[src/rtl/dual_port_pkg.sv]
// Shared constants for the byte-enable dual-port RAM.
//   RDW_OLD / RDW_NEW : read-during-write policy selectors
//   ST_INIT / ST_RUN  : init-sweep FSM encoding
//   LANE_W            : width of one write-enable lane in bits
package dual_port_pkg;

  localparam logic RDW_OLD = 1'b0;
  localparam logic RDW_NEW = 1'b1;

  localparam logic [0:0] ST_INIT = 1'b0;
  localparam logic [0:0] ST_RUN  = 1'b1;

  localparam int LANE_W = 8;

endpackage

[src/rtl/dp_ram_core.sv]
// Storage array with per-lane write enables and a registered raw read.
// Ports:
//   clk  : clock, rising edge
//   rst  : asynchronous active-low reset (clears the read register only)
//   we   : write strobe
//   wbe  : lane write enables, one bit per LANE_W slice of wd
//   wa   : write address (out-of-range writes are dropped)
//   wd   : write data
//   re   : read strobe; q updates only when re=1
//   ra   : read address (out-of-range reads return zero)
//   q    : registered read data, holds between reads; old data on collision
module dp_ram_core
  import dual_port_pkg::*;
#(
  parameter int wi  = 32,
  parameter int dep = 16,
  parameter int add = 4
) (
  input  logic                 clk,
  input  logic                 rst,
  input  logic                 we,
  input  logic [wi/LANE_W-1:0] wbe,
  input  logic [add-1:0]       wa,
  input  logic [wi-1:0]        wd,
  input  logic                 re,
  input  logic [add-1:0]       ra,
  output logic [wi-1:0]        q
);

  localparam int NL = wi / LANE_W;

  logic [wi-1:0] mem [dep];
  logic          wa_ok;
  logic          ra_ok;

  assign wa_ok = (int'(wa) < dep);
  assign ra_ok = (int'(ra) < dep);

  always_ff @(posedge clk) begin
    if (we && wa_ok) begin
      for (int i = 0; i < NL; i++) begin
        if (wbe[i]) begin
          mem[wa][i*LANE_W +: LANE_W] <= wd[i*LANE_W +: LANE_W];
        end
      end
    end
  end

  // ---- stage p0: raw registered read (sees pre-write contents) ----
  always_ff @(posedge clk or negedge rst) begin
    if (!rst) begin
      q <= '0;
    end else if (re) begin
      q <= ra_ok ? mem[ra] : '0;
    end
  end

endmodule

[src/rtl/dual_port_ram_be.sv]
// Simple dual-port RAM with byte-lane write enables, selectable
// read-during-write policy, optional output register and read-valid strobe.
// After every reset a sweep zeroes the whole array while busy is high.
// Ports:
//   clk      : clock, rising edge
//   rst      : asynchronous active-low reset
//   wr/be/wa/din : write request, lane enables, address, data
//   rd/ra    : read request and address
//   dout     : read data, holds between reads
//   dout_vld : one-cycle strobe marking new data on dout
//   busy     : high during reset and the init sweep
module dual_port_ram_be
  import dual_port_pkg::*;
#(
  parameter int wi       = 32,
  parameter int dep      = 16,
  parameter int add      = 4,
  parameter int rdw_mode = 0,
  parameter int out_reg  = 0
) (
  input  logic                 clk,
  input  logic                 rst,
  input  logic                 wr,
  input  logic [wi/LANE_W-1:0] be,
  input  logic [add-1:0]       wa,
  input  logic [wi-1:0]        din,
  input  logic                 rd,
  input  logic [add-1:0]       ra,
  output logic [wi-1:0]        dout,
  output logic                 dout_vld,
  output logic                 busy
);

  localparam int NL     = wi / LANE_W;
  localparam bit BYPASS = (rdw_mode == int'(RDW_NEW));

  function automatic logic [wi-1:0] merge_lanes(input logic [wi-1:0] old_w,
                                                input logic [wi-1:0] nw,
                                                input logic [NL-1:0] lane_en);
    logic [wi-1:0] r;
    r = old_w;
    for (int i = 0; i < NL; i++) begin
      if (lane_en[i]) r[i*LANE_W +: LANE_W] = nw[i*LANE_W +: LANE_W];
    end
    return r;
  endfunction

  logic [0:0]     state;
  logic [add-1:0] ptr;
  logic           wr_acc;
  logic           rd_acc;
  logic           hit;

  logic           core_we;
  logic [NL-1:0]  core_be;
  logic [add-1:0] core_wa;
  logic [wi-1:0]  core_wd;

  logic [wi-1:0]  q_p0;
  logic           vld_p0;
  logic           hit_p0;
  logic [wi-1:0]  din_p0;
  logic [NL-1:0]  be_p0;
  logic [wi-1:0]  dout_p0;

  // Init sweep: one word per edge, leave INIT on the edge that clears dep-1.
  always_ff @(posedge clk or negedge rst) begin
    if (!rst) begin
      state <= ST_INIT;
      ptr   <= '0;
    end else if (state == ST_INIT) begin
      ptr <= ptr + 1'b1;
      if (int'(ptr) == dep - 1) state <= ST_RUN;
    end
  end

  assign busy   = (state == ST_INIT);
  assign wr_acc = wr & ~busy;
  assign rd_acc = rd & ~busy;

  // The sweep owns the write port while busy.
  assign core_we = busy | wr_acc;
  assign core_be = busy ? '1  : be;
  assign core_wa = busy ? ptr : wa;
  assign core_wd = busy ? '0  : din;

  // Dropped out-of-range writes never bypass into a read.
  assign hit = BYPASS && rd_acc && wr_acc && (wa == ra) && (int'(wa) < dep);

  dp_ram_core #(
    .wi  (wi),
    .dep (dep),
    .add (add)
  ) u_core (
    .clk (clk),
    .rst (rst),
    .we  (core_we),
    .wbe (core_be),
    .wa  (core_wa),
    .wd  (core_wd),
    .re  (rd_acc),
    .ra  (ra),
    .q   (q_p0)
  );

  // ---- stage p0: read strobe and collision bypass info ----
  always_ff @(posedge clk or negedge rst) begin
    if (!rst) begin
      vld_p0 <= 1'b0;
      hit_p0 <= 1'b0;
    end else begin
      vld_p0 <= rd_acc;
      if (rd_acc) hit_p0 <= hit;
    end
  end

  always_ff @(posedge clk) begin
    if (rd_acc) begin
      din_p0 <= din;
      be_p0  <= be;
    end
  end

  // Merge happens after the array read so the array itself stays a plain
  // read-old-data macro; all inputs are registered so dout stays stable.
  assign dout_p0 = hit_p0 ? merge_lanes(q_p0, din_p0, be_p0) : q_p0;

  generate
    if (out_reg != 0) begin : g_out_reg
      logic [wi-1:0] dout_p1;
      logic          vld_p1;

      // ---- stage p1: optional output register ----
      always_ff @(posedge clk or negedge rst) begin
        if (!rst) begin
          dout_p1 <= '0;
          vld_p1  <= 1'b0;
        end else begin
          vld_p1 <= vld_p0;
          if (vld_p0) dout_p1 <= dout_p0;
        end
      end

      assign dout     = dout_p1;
      assign dout_vld = vld_p1;
    end else begin : g_no_out_reg
      assign dout     = dout_p0;
      assign dout_vld = vld_p0;
    end
  endgenerate

endmodule

[config.mk]
export PLATFORM = sky130hd
export DESIGN_NAME = dual_port_ram_be
export DESIGN_NICKNAME = d
export VERILOG_FILES = /design/src/rtl/dual_port_pkg.sv /design/src/rtl/dp_ram_core.sv /design/src/rtl/dual_port_ram_be.sv
export SDC_FILE = /design/constraint.sdc
export NUM_CORES = 1
export LEC_CHECK = 0
export CORE_MARGIN = 2
export CORE_UTILIZATION = 55
export CTS_CLUSTER_SIZE = 12
export DETAILED_ROUTE_END_ITERATION = 8
export DONT_BUFFER_PORTS = 1
export PLACE_DENSITY_LB_ADDON = 0.2
export SLEW_MARGIN = 20
export SYNTH_ARGS = -nofsm -noshare
export SYNTH_HDL_FRONTEND = slang
export SYNTH_SLANG_ARGS = --single-unit
[constraint.sdc]
create_clock -name clk -period 2.19 [get_ports clk]
set_input_delay 0.219 -clock clk [delete_from_list [all_inputs] [get_ports clk]]
set_output_delay 0.219 -clock clk [all_outputs]
set_load 0.01 [all_outputs]
Yosys cells after proc, flatten, opt, wreduce, memory -nomap -nowiden
Memory sizes are Yosys's and may differ from the RTL's. A register that Yosys moved wholly into a read port is not among the register bits.
Index checks and enable logic that the tools add are counted.

storage, ports and cells
  bits in registers = 6
  memory bits (writable) = 512
  output and inout bits = 34
  logic and storage cells = 28
  memories = 1

memories
  name        depth  width  read ports  clocked after memory_dff  write ports  line               source
  u_core.mem  16     32     1           1                         1            dp_ram_core.sv:32  logic [wi-1:0] mem [dep];

cells by class
  $add $sub $neg = 1
  equality and inequality tests = 1
  mux-type cells = 17
  bitwise gates (word level) = 4
  reduce and logical (&&, ||, !) cells = 1

operator list
  operator                                                         number
  32-bit two-way mux                                               1
  1-bit two-way mux                                                14
  4-bit two-way mux                                                2
  4-bit by 1-bit adder with 4-bit output, second input constant    1
  4-bit by 1-bit == test with 1-bit output, second input constant  1
  1-bit AND                                                        2
  1-bit zero test                                                  1
  1-bit inverter                                                   1
  1-bit bitwise OR                                                 1

Longest topological paths before layout
Gate-level depths: netlist (run 1).

  depth in word-level cells = 4
  mapped depth = 7
  mapped depth without buffers = 4

Hierarchy
From an unflattened synthesis (run 1), not the netlist that was laid out.

second synthesis, totals
  cell total of the unflattened synthesis = 1,010
  area, all modules = 21,604.5 µm²

modules (own cells, without submodules)
  module            instances  cells each  area an instance (µm²)  sequential area each (µm²)
  dp_ram_core       1          947         21,047.7                16,175.5
  dual_port_ram_be  1          63          556.8                   150.1

Worst setup path after synthesis (run 1)
Ideal clock, no wire load.

  kind = register to register
  start = register state
  end = memory u_core.mem[1][0] (enable)
  library setup time = 370 ps
  data arrival time = 1,562 ps
  setup slack = 257 ps
  cell stages (with the launch flop) = 6
  path buffers = 1
  cells stage by stage = dfrtp_1 buf_2 or3_1 o31ai_4 nand2_2 nor2_1

on the way
  word-level cells in the longest chain between the ends = 4
  elaborated cells between the ends (all ways) = 8
  those cells by class = mux: 5; bitwise: 3

ends and longest elaborated chain
  what                                                          line                                       source
  start, declared                                               dual_port_ram_be.sv:48                     logic [0:0] state;
  4-bit two-way mux (tied with other cells)                     dual_port_ram_be.sv:83                     assign core_be = busy ? '1 : be;
  1-bit two-way mux / 1-bit bitwise OR (equally long branches)  dp_ram_core.sv:42, dual_port_ram_be.sv:82
  1-bit two-way mux                                             dp_ram_core.sv:40                          if (we && wa_ok) begin
  1-bit two-way mux (implied by the code)                       dp_ram_core.sv:43                          mem[wa][i*LANE_W +: LANE_W] <= wd[i*LANE_W +: LANE_W];
  end, declared                                                 dp_ram_core.sv:32

Parallel ways exist; a longest one is shown, timed or not.

==> run metrics, run 1 <==
status=complete, but fails checks; chip height=203 um; Area Overhead vs Synth=13.5%; CP arrival=2970 ps; DRT Pass-1 Iters=7; maximum VDD drop=0.000668 V; CP endpoint kind=flip-flop; starting density of the core=0.560; Final WS setup=-306 ps; EDFF count, synth=512; Hold Slack=72.4 ps; leak pwr=8.89 nW; Num Clock Sinks=550; DR vias/cell=5.92; Main synth FF type=edfxtp_1; Root Buffer=clkbuf_16; vias in the first global route=12000; Synth async-reset ratio=0.0691; Distinct cells, synth=31; flops & latches, synth=550; clock latency on the worst-skew pair=590 ps; first-pass GRT wire length=75400 um; overall routing resource usage=0.253; crit-path max FO=246; syn_area_per_cell=16.2 um^2; Core Area=0.0389 mm^2; Syn Nets=1396; sequential power share=0.544; Post-Syn Instances=1347; Cell Int Power=17.1 mW; largest net degree at the start of global routing=247; DR WL/cell=25.4 um; via count=11900; CTS max path bufs=3; setup TNS=-2360 ps; final worst path period need=2500 ps; switching part of the total power=0.206; power density cells=870 mW/mm^2; worst setup path category=in -> reg; startpoint types=input port; # setup viols final=9; drc violations=0; Seq/Total Area, Yosys=0.749; DIE AREA=0.0412 mm^2; fmax=401 MHz; Synth Cell Area=0.0218 mm^2; worst slew pin tran=1500 ps; Post-DRT Antenna Nets=0; CTS HTree Levels=2; # port buffers=0; share of layout cells above drive strength 1=0.142; Slew headroom=-0.000162; HP Class=in -> reg; failing checks=max-slew violations, negative setup slack; Final Cycle Share=1.14; Ys Warns=0; Clock Power Share=0.409; I/O pin count=82; pins over their slew limit=2; Post-Route WL=51200 um; CTS tree=yes; worst endpoint required time=2660 ps; initial antenna violation count=3; final hold vios=0; Die W=203 um; 1st-iter DRT viols=1154; total of max-cap violations=0; total gr overflow=0; CTS Buf Count=55; Nets=1498; Reg clk slew, reported paths=60 ps; Net Sw Power=4.44 mW; Setup Skew=16.4 ps; Core Rows=72; Detailed Place HPWL=30500 um; Placer Congestion=0.797; Comb pwr share=0.047; unrepaired setup endpoints after global routing=no
## registers in the layout, summed over array words and instances, names as in the netlist
signal	flops
dout_vld	1
state	1
ptr	4
u_core.mem	512
u_core.q	32
## placed cells by master (no fill, tap or decap), types with 3 or more instances in the layout
cell type      netlist  layout
edfxtp_1           512     512
mux2i_1            256     256
nand2_1            129     125
buf_4               21     112
nand3_1             76      75
a22oi_1             72      72
nor2_1              67      66
clkbuf_16            0      57
dfrtp_1             38      37
and2_1              33      32
a21oi_1             32      32
clkbuf_1            25      31
nand4_1             24      24
clkbuf_8             0       9
nand2_2              4       8
buf_12               0       4
inv_1                3       3
a21oi_2              4       3
xnor2_1              3       3
clkinv_2             0       3
dlygate4sd3_1        0       3
## power by group through the flow
stage / clock (mW) / combinational (mW) / sequential [mW]
after global placement: 0 / 0.930 / 11.9
after global routing: 9.36 / 1.07 / 11.7
after CTS: 8.93 / 0.996 / 11.7
final: 8.81 / 1.01 / 11.7
after floorplan: 0 / 0.697 / 11.9
after detailed placement: 0 / 0.947 / 11.9
## metrics by stage
stage	setup slack (ps)	std cells	instance area [um^2]	util	power, mW
after floorplan	257	1347	21800	-	12.6
after global placement	123	1904	22900	0.589	12.9
after detailed placement	63.4	1904	22900	0.589	12.9
after CTS	34.1	2011	24700	0.634	21.6
after global routing	34.6	2013	24700	0.635	22.1
final	-306	2014	24700	0.635	21.5
## final timing paths
kind                         startpoint           endpoint  slack [ps]  cells after the start
min reg2reg                u_core.q[31]       u_core.q[31]         550                      2
min in group asynchronous           rst       u_core.q[29]         200                      2
max in group asynchronous           rst       u_core.q[12]        1760                      2
min                               ra[3]       u_core.q[10]          70                      4
max reg2reg                       state  u_core.mem[6][29]         150                      5
max                               ra[1]        u_core.q[5]        -310                      5
## routing by layer
metal,vias to the layer above,track usage,share of wire
li1,5364,-,-
met1,6078,0.329,0.40
met2,386,0.430,0.50
met3,96,0.0485,0.070
met4,2,0.0824,0.031
met5,-,0,0.00025
## synthesized netlist by cell type, drive strengths merged, types with 3 or more instances
cell,number,area share
edfxtp,512,0.71
mux2i,256,0.12
nand2,133,0.023
nand3,76,0.017
a22oi,72,0.025
nor2,68,0.012
buf,50,0.016
dfrtp,38,0.044
a21oi,36,0.0090
and2,33,0.0095
clkbuf,25,0.0043
nand4,24,0.0069
inv,4,0.00069
xnor2,3,0.0012
## cell type report
class,count,area (um^2)
repair buffers,120,978
clock buffers,97,1670
inverters,4,15.0
clock inverters,6,31.3
fillers,2802,14200
well taps,518,648
multi-input cells,718,5050
diodes,1,2.50
flip-flops and latches,550,16300
## kinds of logic (layout without fill, tap and decap cells)
kind of cell,Yosys count,after routing,synth area share
AO/OA/AOI/OAI,116,116,0.0386
XOR/XNOR,3,3,0.00121
adder cells (fa/ha/maj),1,1,0.000574
buffers and inverters,79,227,0.0211
flip-flops,550,550,0.749
multiplexers,257,257,0.118
other,0,1,0
AND/OR/NAND/NOR,341,341,0.0710
## worst max-delay path, cell delays in order
cell           delay, ps
dlygate4sd3_1       1450
mux2i_1              310
nand2_1               80
nand3_1              100
nand3_1               80
## timing repair
| item | in CTS | in global routing |
|---|---|---|
| gates resized for setup | 0 | 4 |
| hold buffers | 4 | 0 |
| endpoints found under the hold margin | 47 | 0 |
| setup buffers | 0 | 2 |
| setup endpoints to repair | 0 | 188 |
No activity file was read; power rests on OpenSTA's default activity.
==> run 2, diff against run 1 <==
==> constraint.sdc (replaced) <==
create_clock -name clk -period 2.19 [get_ports clk]
set_input_delay 0.3285 -clock clk [delete_from_list [all_inputs] [get_ports clk]]
set_output_delay 0.3285 -clock clk [all_outputs]
set_load 0.01 [all_outputs]
==> run metrics, run 2 (synthesis gave the netlist of run 1 again) <==
Hold Startpoint=rd; starting density of the core=0.560 (unchanged); most frequent cells in the layout=edfxtp_1 (512), mux2i_1 (256), nand2_1 (127); Final Cycle Share=0.957 (-0.183); DR WL/cell=25.5 um (+0.12%); Reg area=0.0163 mm^2 (unchanged); CTS tree=yes; dpl ws=122 ps (+58.6 ps); worst slew pin tran=1030 ps (-466 ps); R2R Setup Slk=90 ps (-60 ps); Slowest-stage cell, CP=dfrtp_2; via count=11900 (-0.43%); share of layout cells above drive strength 1=0.136 (-0.00605); Comb pwr share=0.046 (about the same); worst r2r dst=u_core.mem[10][18]; CP max stage delay=450 ps (-1000 ps); CP Cell Sequence=buf_4 > nor2_1 > a32o_1 > nand2_1 > nor2_1 > buf_4; leak pwr=8.85 nW (-0.42%); CTS max path bufs=3 (unchanged); Worst Hold End=u_core.q[30]; first-pass GRT wire length=75300 um (-0.16%); Multi-input gate area=0.00504 mm^2 (-0.25%); power density cells=871 mW/mm^2 (about the same); Detailed Place HPWL=30300 um (-0.81%); Post-CTS Setup Inserts=0 (unchanged); vias in the first global route=12000 (+0.16%); clock latency on the worst-skew pair=600 ps (about the same); Nets=1493 (-0.33%); Filler Cells Inserted=2833 (+1.1%); area post-placement=0.0229 mm^2 (about the same); Num Clock Sinks=550 (unchanged); total gr overflow=0 (unchanged); Area Overhead vs Synth=13.2%; Reg clk slew, reported paths=60 ps (about the same); commonest non-fill, non-tap cell in the layout=edfxtp_1; Post-Route WL=51100 um (-0.27%); CTS HTree Levels=2 (unchanged); HP Class=in -> reg; Cell Int Power=17.0 mW (-0.23%); DRT Pass-1 Iters=6 (-1); Final WS setup=94.4 ps (+400 ps); FF-to-FF Start=state; maximum VDD drop=0.000643 V (-3.8%); setup TNS=0 ps (+2360 ps); worst endpoint required time=2480 ps (-180 ps); final instance area=0.0247 mm^2 (-0.26%); CTS Buf Count=55 (unchanged); Slew headroom=0.311 (+0.311); # setup viols final=0 (-9); unrepaired setup endpoints after global routing=no; DIE AREA=0.0412 mm^2 (unchanged); I/O pin count=82 (unchanged); final worst path period need=2100 ps (-400 ps); Core Area=0.0389 mm^2 (unchanged); chip height=203 um (unchanged); Reg with most FFs=u_core.mem; Clock Power Share=0.409 (about the same); startpoint types=flip-flop; CP arrival=2390 ps (-580 ps); drc violations=0 (unchanged); DR vias/cell=5.92 (about the same); Power, Total=21.5 mW (-0.21%); Core Rows=72 (unchanged); Setup Skew=21.3 ps (+4.95 ps); worst setup path category=reg -> reg; n_diodes=0 (-1); initial antenna violation count=0 (-3); Net Sw Power=4.43 mW (-0.13%); status=complete, no violations; hold path cells=4 (unchanged); max FFs per register=512 (unchanged); crit-path max FO=9 (-96%); sequential power share=0.545 (about the same); final hold vios=0 (unchanged); worst r2r path cells=6 (+1); total of max-cap violations=0 (unchanged); Die W=203 um (unchanged); pins over their slew limit=0 (-2); 1st-iter DRT viols=1075 (-6.8%); Placer Congestion=0.784 (-1.7%); Root Buffer=clkbuf_16; Largest regs=u_core.mem x512, u_core.q x32, ptr x4; # port buffers=0 (unchanged); CP endpoint kind=flip-flop; fmax=477 MHz (+19%); overall routing resource usage=0.251 (-0.00139); Post-DRT Antenna Nets=0 (unchanged); largest net degree at the start of global routing=257 (+4.0%); switching part of the total power=0.206 (about the same)
[run 2: cell count changes in the layout (fill, tap and decap cells not counted)]
| cell | previous run | this run |
|---|---|---|
| clkbuf_8 | 9 | 5 |
| bufinv_16 | 0 | 1 |
| nand2_2 | 8 | 6 |
| a21oi_4 | 1 | 0 |
| clkinv_1 | 2 | 3 |
| clkinv_2 | 3 | 2 |
| dlygate4sd3_1 | 3 | 2 |
| nand2_1 | 125 | 127 |
| diode_2 | 1 | 0 |
| buf_12 | 4 | 5 |
| buf_4 | 112 | 107 |
| clkbuf_1 | 31 | 32 |
| a21oi_2 | 3 | 4 |
[run 2: power by group through the flow]
stage	Sequential [mW]	Combinational [mW]	Clock, mW
2_1_floorplan	11.9	0.697	0
3_3_place_gp	11.9	0.937	0
3_5_place_dp	11.9	0.951	0
4_1_cts	11.7	0.985	8.92
5_1_grt	11.7	1.06	9.36
6_report	11.7	0.982	8.79
[run 2: worst max-delay path by stage]
stage / start / cells after the start / to
floorplan: state / 5 / u_core.mem[1][0]
global placement: state / 6 / u_core.mem[14][12]
detailed placement: state / 5 / u_core.mem[5][19]
CTS: state / 5 / u_core.mem[5][19]
global route: state / 6 / u_core.mem[6][28]
finish: state / 6 / u_core.mem[10][18]
[run 2: layer usage]
metal	vias to the layer above	wire length [um]	global-route usage
li1	5343	-	-
met1	5989	21200	0.343
met2	447	24900	0.410
met5	-	0	0
met4	0	1460	0.0918
met3	96	3530	0.0432
[run 2: area by class of cell]
type | instances | area share
multi-input cells | 718 | 0.204
flip-flops and latches | 550 | 0.662
inverters | 4 | 0.000609
clock inverters | 7 | 0.00244
well taps | 518 | 0.0263
repair buffers | 115 | 0.0386
clock buffers | 94 | 0.0655
[run 2: critical path, delay by kind of cell (launching register included)]
kind,cells,cell delay (ps)
compound gates,1,250
buf+inv,2,400
flops,1,450
simple gates,3,710
[run 2: through the flow]
stage,hold WS [ps],cells,util
6_report,78.8,2006,0.634
4_1_cts,60.5,2006,0.633
2_1_floorplan,32.9,1347,-
3_5_place_dp,34.6,1902,0.589
3_3_place_gp,35.1,1902,0.589
5_1_grt,81.8,2006,0.634
[run 2: what timing repair did]
item,CTS,global route
setup endpoints to repair,0,32
gates resized for setup,0,1
endpoints found under the hold margin,40,0
hold buffers,3,0
